## src/rtl/fifo_uart_tx.sv

```systemverilog
// -----------------------------------------------------------------------------
// fifo_uart_tx
//   Drain stage for an 8-bit FIFO. When transmission is enabled and the FIFO
//   reports data, it pops one byte, then shifts it out as an 8N1 UART frame
//   (start bit, 8 data bits LSB first, stop bit).
//
// Parameters
//   CLKS_PER_BIT  clock cycles per serial bit (2..65535)
//   DATA_WIDTH    bits per frame (matches the FIFO width, normally 8)
//
// Ports
//   clock          system clock, rising edge
//   reset          synchronous, active-high reset
//   tx_Enable      allows a new frame to start; a running frame always finishes
//   sig_Empty      FIFO empty flag, looked at only while idle
//   buffer_Output  FIFO read data, valid the cycle after read_Enable
//   read_Enable    one-cycle FIFO pop strobe
//   tx_Serial      UART line, idles high
//   tx_Busy        high whenever a pop or frame is in progress
//   tx_Done        one-cycle pulse in the last cycle of the stop bit
//   frames_Sent    completed-frame counter, wraps at 16 bits
// -----------------------------------------------------------------------------
module fifo_uart_tx #(
  parameter int unsigned CLKS_PER_BIT = 868,
  parameter int unsigned DATA_WIDTH   = 8
) (
  input  logic                  clock,
  input  logic                  reset,
  input  logic                  tx_Enable,
  input  logic                  sig_Empty,
  input  logic [DATA_WIDTH-1:0] buffer_Output,
  output logic                  read_Enable,
  output logic                  tx_Serial,
  output logic                  tx_Busy,
  output logic                  tx_Done,
  output logic [15:0]           frames_Sent
);

  localparam int unsigned BAUD_W = (CLKS_PER_BIT > 1) ? $clog2(CLKS_PER_BIT) : 1;
  localparam int unsigned IDX_W  = (DATA_WIDTH > 1) ? $clog2(DATA_WIDTH) : 1;
  localparam logic [BAUD_W-1:0] BAUD_LAST = BAUD_W'(CLKS_PER_BIT - 1);
  localparam logic [IDX_W-1:0]  IDX_LAST  = IDX_W'(DATA_WIDTH - 1);

  typedef enum logic [2:0] {
    S_IDLE,
    S_FETCH,
    S_LOAD,
    S_START,
    S_DATA,
    S_STOP
  } state_e;

  state_e                state_q, state_d;
  logic [BAUD_W-1:0]     baud_q, baud_d;
  logic [IDX_W-1:0]      bit_idx_q, bit_idx_d;
  logic [DATA_WIDTH-1:0] shift_q, shift_d;
  logic [15:0]           frames_q, frames_d;
  logic                  baud_last;

  assign baud_last = (baud_q == BAUD_LAST);

  // NOTE: every signal written here gets a default first, so no path through
  // the case statement leaves one unassigned and no latch is inferred.
  always_comb begin
    state_d   = state_q;
    baud_d    = baud_q;
    bit_idx_d = bit_idx_q;
    shift_d   = shift_q;
    frames_d  = frames_q;

    unique case (state_q)
      S_IDLE: begin
        baud_d = '0;
        if (tx_Enable && !sig_Empty) state_d = S_FETCH;
      end
      S_FETCH: state_d = S_LOAD;
      S_LOAD: begin
        // FIFO data arrives one cycle after the pop strobe, i.e. now.
        shift_d   = buffer_Output;
        bit_idx_d = '0;
        baud_d    = '0;
        state_d   = S_START;
      end
      S_START: begin
        if (baud_last) begin
          baud_d  = '0;
          state_d = S_DATA;
        end else begin
          baud_d = baud_q + BAUD_W'(1);
        end
      end
      S_DATA: begin
        if (baud_last) begin
          baud_d  = '0;
          shift_d = shift_q >> 1;   // next bit moves into bit 0
          if (bit_idx_q == IDX_LAST) state_d = S_STOP;
          else                       bit_idx_d = bit_idx_q + IDX_W'(1);
        end else begin
          baud_d = baud_q + BAUD_W'(1);
        end
      end
      S_STOP: begin
        if (baud_last) begin
          baud_d   = '0;
          frames_d = frames_q + 16'd1;
          state_d  = S_IDLE;
        end else begin
          baud_d = baud_q + BAUD_W'(1);
        end
      end
      default: state_d = S_IDLE;
    endcase
  end

  // NOTE: state registers use non-blocking assignments so every flop samples
  // the pre-edge values of its neighbours, independent of evaluation order.
  always_ff @(posedge clock) begin
    if (reset) begin
      state_q   <= S_IDLE;
      baud_q    <= '0;
      bit_idx_q <= '0;
      shift_q   <= '0;
      frames_q  <= '0;
    end else begin
      state_q   <= state_d;
      baud_q    <= baud_d;
      bit_idx_q <= bit_idx_d;
      shift_q   <= shift_d;
      frames_q  <= frames_d;
    end
  end

  // All outputs decode registered state only; no input reaches an output
  // combinationally.
  assign read_Enable = (state_q == S_FETCH);
  assign tx_Busy     = (state_q != S_IDLE);
  assign tx_Done     = (state_q == S_STOP) && baud_last;
  assign tx_Serial   = (state_q == S_START) ? 1'b0 :
                       (state_q == S_DATA)  ? shift_q[0] : 1'b1;
  assign frames_Sent = frames_q;

endmodule

```

## config.mk

```make
export PLATFORM = sky130hd
export DESIGN_NAME = fifo_uart_tx
export DESIGN_NICKNAME = d
export VERILOG_FILES = /design/src/rtl/fifo_uart_tx.sv
export SDC_FILE = /design/constraint.sdc
export NUM_CORES = 1
export LEC_CHECK = 0
export CAP_MARGIN = 20
export CORE_MARGIN = 8
export CORE_UTILIZATION = 48
export DETAILED_ROUTE_END_ITERATION = 10
export PLACE_DENSITY = 0.85
export SKIP_CTS_REPAIR_TIMING = 1
export SYNTH_ARGS = -nofsm -noshare
export SYNTH_HDL_FRONTEND = slang
export SYNTH_SLANG_ARGS = --single-unit
```

## constraint.sdc

```tcl
create_clock -name clock -period 2.4 [get_ports clock]
set_input_delay 0.48 -clock clock [delete_from_list [all_inputs] [get_ports clock]]
set_output_delay 0.48 -clock clock [all_outputs]
set_load 0.005 [all_outputs]
```

==> flow_metrics.tcl, run 1 <==
set metrics [dict create \
    status "completed" \
    final_util_pct 64.38 \
    clk_pin_slew_ns 0.09 \
    grt_usage_pct 15.31 \
    min_path_type "reg2reg" \
    layout-drive-gt1-share_pct 12.80 \
    rows 23 \
    ir_drop_uv 433.9 \
    syn-num-nets 265 \
    die_h_um 81.33 \
    cts-htree-levels 2 \
    crit_fanout 10 \
    cap_violations 0 \
    reg2reg_slack_ns 0.12 \
    r2r_cells 5 \
    ios 32 \
    diodes 0 \
    finalWorstPathRequiredPeriod_ns 2.302 \
    setup_viol 0 \
    wirelength_um 4959 \
    place.gp.congestion 0.8707 \
    crit_type "reg2out" \
    finalInstanceArea_mm2 0.002613 \
    dp_hpwl_um 3382 \
    start_kind "flip-flop" \
    r2r_start "baud_q[2]" \
    arrival_ns 1.82 \
    numCtsBuffers 5 \
    hold_slack_ns 0.4893 \
    slew_violations 0 \
    routed_via_density 6.065 \
    wl_per_cell_um 14.63 \
    period_share_pct 95.91 \
    crit_start "state_q[0]" \
    grt_pass1_vias 1800 \
    drt-initial-drc-count 148 \
    finalClockSkew_ns 0.01114 \
    required_ns 1.92 \
    coreArea_mm2 0.004058 \
    synth_warnings 0 \
    max_slew_margin_pct 58.21 \
    firstDrtPassIters 4 \
    place_area_mm2 0.002481 \
    insertion_delay_ns 0.30 \
    hold_viol_final 0 \
    r2r_end "bit_idx_q[1]" \
    drc_errors 0 \
    route.vias.total 2056 \
    ys_ff_latch 40 \
    postRouteAntennaNets 0 \
    setup_slack_ns 0.09823 \
    io_buffers 31 \
    cts_tree "done" \
    fillers 335 \
    preCtsSetupSlack_ns -0.03433 \
    grt_pass1_wl_um 8107 \
    worst_pin_slew_ns 0.6250 \
    ys_types 44 \
    crit_end "read_Enable" \
    nets 304 \
    grt_max_degree 31 \
    cts.sinks 40 \
    area_growth_pct 27.55 \
    root_buffer "clkbuf_8" \
    dp.cells 331 \
    instances_no_fill 339 \
    multi_input_comb_area_mm2 0.001151 \
    leakagePower_nw 0.8967 \
    grt.overflow.total 0 \
    critPathCaptureType "output port" \
    postSynthAreaPerCell_um2 8.226 \
    antenna_found_initial 0 \
    timing.fmax_mhz 434.4 \
    design.die.area_mm2 0.006614 \
    seq_area_um2 804.5 \
    rsz0062_at_grt "no" \
    die_x_um 81.33 \
    initial_core_util_pct 50.48 \
    ys_seq_area_share_pct 39.10 \
    clockBufferDepth 2 \
    netlist_instances 249 \
    synth.cell_area_mm2 0.002048 \
    power_density_mw_per_mm2 523.2 \
]
[metal layers]
layer	part of all wire [%]	GRT usage, %	vias to the layer above	routed length (um)
met3	5.0	4.525	13	250
met2	49	25.70	55	2435
met1	44	17.89	969	2163
li1	-	-	1019	-
met5	0	0	-	0
met4	2.2	5.893	0	110
[power by group]
part           total, mW  switching, mW  internal (mW)
logic              0.112         0.0545         0.0576
registers          0.695         0.0143          0.680
clock network      0.560          0.247          0.313
total               1.37          0.316           1.05
[how the worst min path moves through the flow]
stage | from | end | slack [ns] | depth (start not counted)
finish | frames_Sent[15] | frames_Sent[15] | 0.49 | 2
global route | shift_q[7] | shift_q[7] | 0.51 | 2
CTS | frames_Sent[15] | frames_Sent[15] | 0.49 | 2
detailed placement | frames_Sent[15] | frames_Sent[15] | 0.48 | 2
global placement | frames_Sent[15] | frames_Sent[15] | 0.47 | 2
floorplan | shift_q[7] | shift_q[7] | 0.45 | 2
[metrics by stage]
stage          power, mW   TNS, ns
5_1_grt            1.432         0
3_3_place_gp      0.8165         0
2_1_floorplan     0.7683         0
6_report           1.367         0
4_1_cts            1.378   -0.3816
3_5_place_dp      0.8193  -0.03433
[placed cells by master, fill, tap and decap left out, types with 5 or more instances in the layout]
cell type / count
a21oi_1: 25
a311oi_1: 8
buf_4: 16
clkbuf_8: 5
clkdlybuf4s50_1: 30
dfxtp_1: 37
inv_1: 9
nand2_1: 27
nand3_1: 18
nand3b_1: 5
nand4_1: 5
nor2_1: 12
o21ai_0: 8
o31ai_1: 12
or3_1: 6
or4_1: 12
[flip-flops by register name (all words and copies together) (netlist names)]
signal,count
state_q,3
bit_idx_q,3
frames_Sent,16
baud_q,10
shift_q,8
[worst max-delay path: stages (launching register included)]
cell,delay (ns)
dfxtp_2,0.42
or3b_2,0.51
inv_1,0.10
clkdlybuf4s50_1,0.50
[logic make-up after synthesis]
family,synth area share [%]
DFF,39.10
muxes,0.4887
AOI/OAI and AO/OA,22.36
buffers and inverters,4.948
adders and majority gates,2.444
and+or+nand+nor,29.38
xor gates and xnor gates,1.283
[cells in the mapped netlist]
library cell | n | share of area, %
nand2b_1 | 4 | 1.2
or4b_4 | 1 | 0.67
a311oi_1 | 8 | 3.4
dfxtp_1 | 40 | 39
or4b_2 | 2 | 0.98
or4_4 | 1 | 0.55
o31ai_1 | 12 | 4.4
nor3_1 | 2 | 0.49
or4_1 | 12 | 4.4
mux2i_1 | 1 | 0.49
or3_1 | 7 | 2.1
o21ai_0 | 8 | 2.0
a211oi_1 | 1 | 0.37
o22ai_1 | 2 | 0.61
and3_1 | 2 | 0.61
xor2_1 | 2 | 0.86
inv_1 | 9 | 1.6
or3b_2 | 3 | 1.3
nand3_1 | 18 | 4.4
nand4_1 | 5 | 1.5
clkbuf_1 | 12 | 2.2
nand2_1 | 27 | 4.9
a32oi_1 | 1 | 0.43
buf_1 | 3 | 0.55
nor2_1 | 12 | 2.2
nor3b_1 | 1 | 0.37
o32ai_1 | 1 | 0.43
nor2b_1 | 1 | 0.31
buf_6 | 1 | 0.55
and2_1 | 1 | 0.31
nand3b_1 | 5 | 1.8
o2111ai_1 | 1 | 0.43
nand4b_1 | 1 | 0.43
a221o_1 | 1 | 0.49
a21oi_1 | 25 | 6.1
o211ai_1 | 1 | 0.37
ha_1 | 4 | 2.4
and4_1 | 1 | 0.43
o21a_1 | 1 | 0.37
o41ai_2 | 1 | 0.79
xnor2_1 | 1 | 0.43
o311ai_0 | 3 | 1.3
a31oi_1 | 3 | 0.92
nor4_1 | 1 | 0.31
[area by class of cell]
class | instances | area share, %
timing repair buffer | 48 | 17.00
tap | 50 | 2.395
clock buffer | 5 | 2.634
inverter | 9 | 1.293
sequential | 40 | 30.79
clock inverter | 3 | 1.820
multi-input combinational | 184 | 44.06
Power figures use the tool's default switching activity.
==> inputs of run 2 (changes only) <==
- PLACE_DENSITY: 0.85 -> not set
- PLACE_DENSITY_LB_ADDON: not set -> 0.15
- REMOVE_ABC_BUFFERS: not set -> 1
==> run 2 against run 1 <==
Effect of this change: register-to-register slack barely moved; sequential power about the same; hold slack got worse by 0.011 ns; power is 6.8% lower; largest cell class unchanged; critical path type unchanged; maximum frequency down 0.80%; global-route usage is 0.61 points lower.
==> flow_metrics.tcl, run 2 (synthesis results as in run 1) <==
set metrics [dict create \
    largest_reg_flops 16 \
    drt-initial-drc-count 77 \
    rows 23 \
    ir_drop_uv 313.5 \
    postRouteAntennaNets 0 \
    seq_area_um2 803.3 \
    final_common_cell "dfxtp_1" \
    preCtsSetupSlack_ns -0.01115 \
    multi_input_comb_area_mm2 0.001150 \
    max_slew_margin_pct 57.77 \
    wl_per_cell_um 14.24 \
    root_buffer "clkbuf_8" \
    worst_pin_slew_ns 0.6335 \
    finalWorstPathRequiredPeriod_ns 2.320 \
    rsz0062_at_grt "no" \
    dp.cells 330 \
    fillers 370 \
    layout-drive-gt1-share_pct 12.15 \
    start_kind "flip-flop" \
    setup_slack_ns 0.07972 \
    critPathCaptureType "output port" \
    dp_hpwl_um 3401 \
    fin_setup_tns_ns 0 \
    final_cell_mix "dfxtp_1 (38), clkdlybuf4s50_1 (30), nand2_1 (27)" \
    clockBufferDepth 2 \
    place_area_mm2 0.002474 \
    arrival_ns 1.84 \
    leakagePower_nw 0.8809 \
    p_total_mw 1.274 \
    finalClockSkew_ns 0.006046 \
    status "completed" \
    route.vias.total 2010 \
    initial_core_util_pct 50.48 \
    area_growth_pct 26.08 \
    cts_tree "done" \
    finalInstanceArea_mm2 0.002582 \
    cap_violations 0 \
    grt.overflow.total 0 \
    hold_viol_final 0 \
    power_density_mw_per_mm2 493.3 \
    period_share_pct 96.68 \
    instances_no_fill 338 \
    cts-htree-levels 2 \
    grt_pass1_wl_um 7935 \
    firstDrtPassIters 4 \
    io_buffers 31 \
    required_ns 1.92 \
    slew_violations 0 \
    insertion_delay_ns 0.29 \
    r2r_cells 6 \
    timing.fmax_mhz 431.0 \
    numCtsBuffers 5 \
    wirelength_um 4813 \
    die_h_um 81.33 \
    drc_errors 0 \
    routed_via_density 5.947 \
    design.die.area_mm2 0.006614 \
    ios 32 \
    die_x_um 81.33 \
    grt_pass1_vias 1725 \
    holdPathStages 2 \
    cts.sinks 40 \
    nets 303 \
    clk_pin_slew_ns 0.08 \
    grt_max_degree 31 \
    crit_fanout 12 \
    place.gp.congestion 0.7516 \
    setup_viol 0 \
    min_path_type "reg2reg" \
    grt_usage_pct 14.71 \
    crit_type "reg2out" \
    antenna_found_initial 0 \
    coreArea_mm2 0.004058 \
    diodes 0 \
]
==> run 2: final cells by class <==
class / instances / area share [%]
multi-input combinational: 184 / 44.53
sequential: 40 / 31.10
timing repair buffer: 47 / 17.05
clock buffer: 6 / 3.198
tap: 50 / 2.422
inverter: 9 / 1.308
clock inverter: 2 / 0.3876
==> run 2: worst paths after layout <==
check                                     start         endpoint  slack, ns
worst min register to register  frames_Sent[15]  frames_Sent[15]       0.48
worst max register to register        baud_q[2]     bit_idx_q[0]       0.13
worst max-delay path                 state_q[1]        tx_Serial       0.08
worst min-delay path            frames_Sent[15]  frames_Sent[15]       0.48
==> run 2: through the flow <==
stage          hold WS [ns]  utilization (%)
6_report             0.4786            63.64
5_1_grt              0.5056            63.64
4_1_cts              0.4841            63.24
3_5_place_dp         0.4731            60.96
3_3_place_gp         0.4625            60.96
2_1_floorplan        0.4526                -
==> run 2: metal layers <==
layer | global-route usage, % | part of all wire (%) | routed length (um)
met3 | 3.201 | 5.0 | 243
met5 | 0 | 0 | 0
met2 | 23.55 | 46 | 2237
met4 | 6.429 | 0.83 | 40
met1 | 18.48 | 48 | 2291
==> run 2: worst max-delay path, stage by stage (launching register included) <==
cell	delay, ns
dfxtp_1	0.41
or3b_2	0.51
o21a_1	0.19
clkdlybuf4s50_1	0.45
==> run 2: power breakdown <==
group          switching (mW)  internal (mW)  total [mW]
Clock                   0.239          0.230       0.469
Combinational          0.0539         0.0574       0.111
Sequential             0.0142          0.680       0.694
Total                   0.307          0.967        1.27
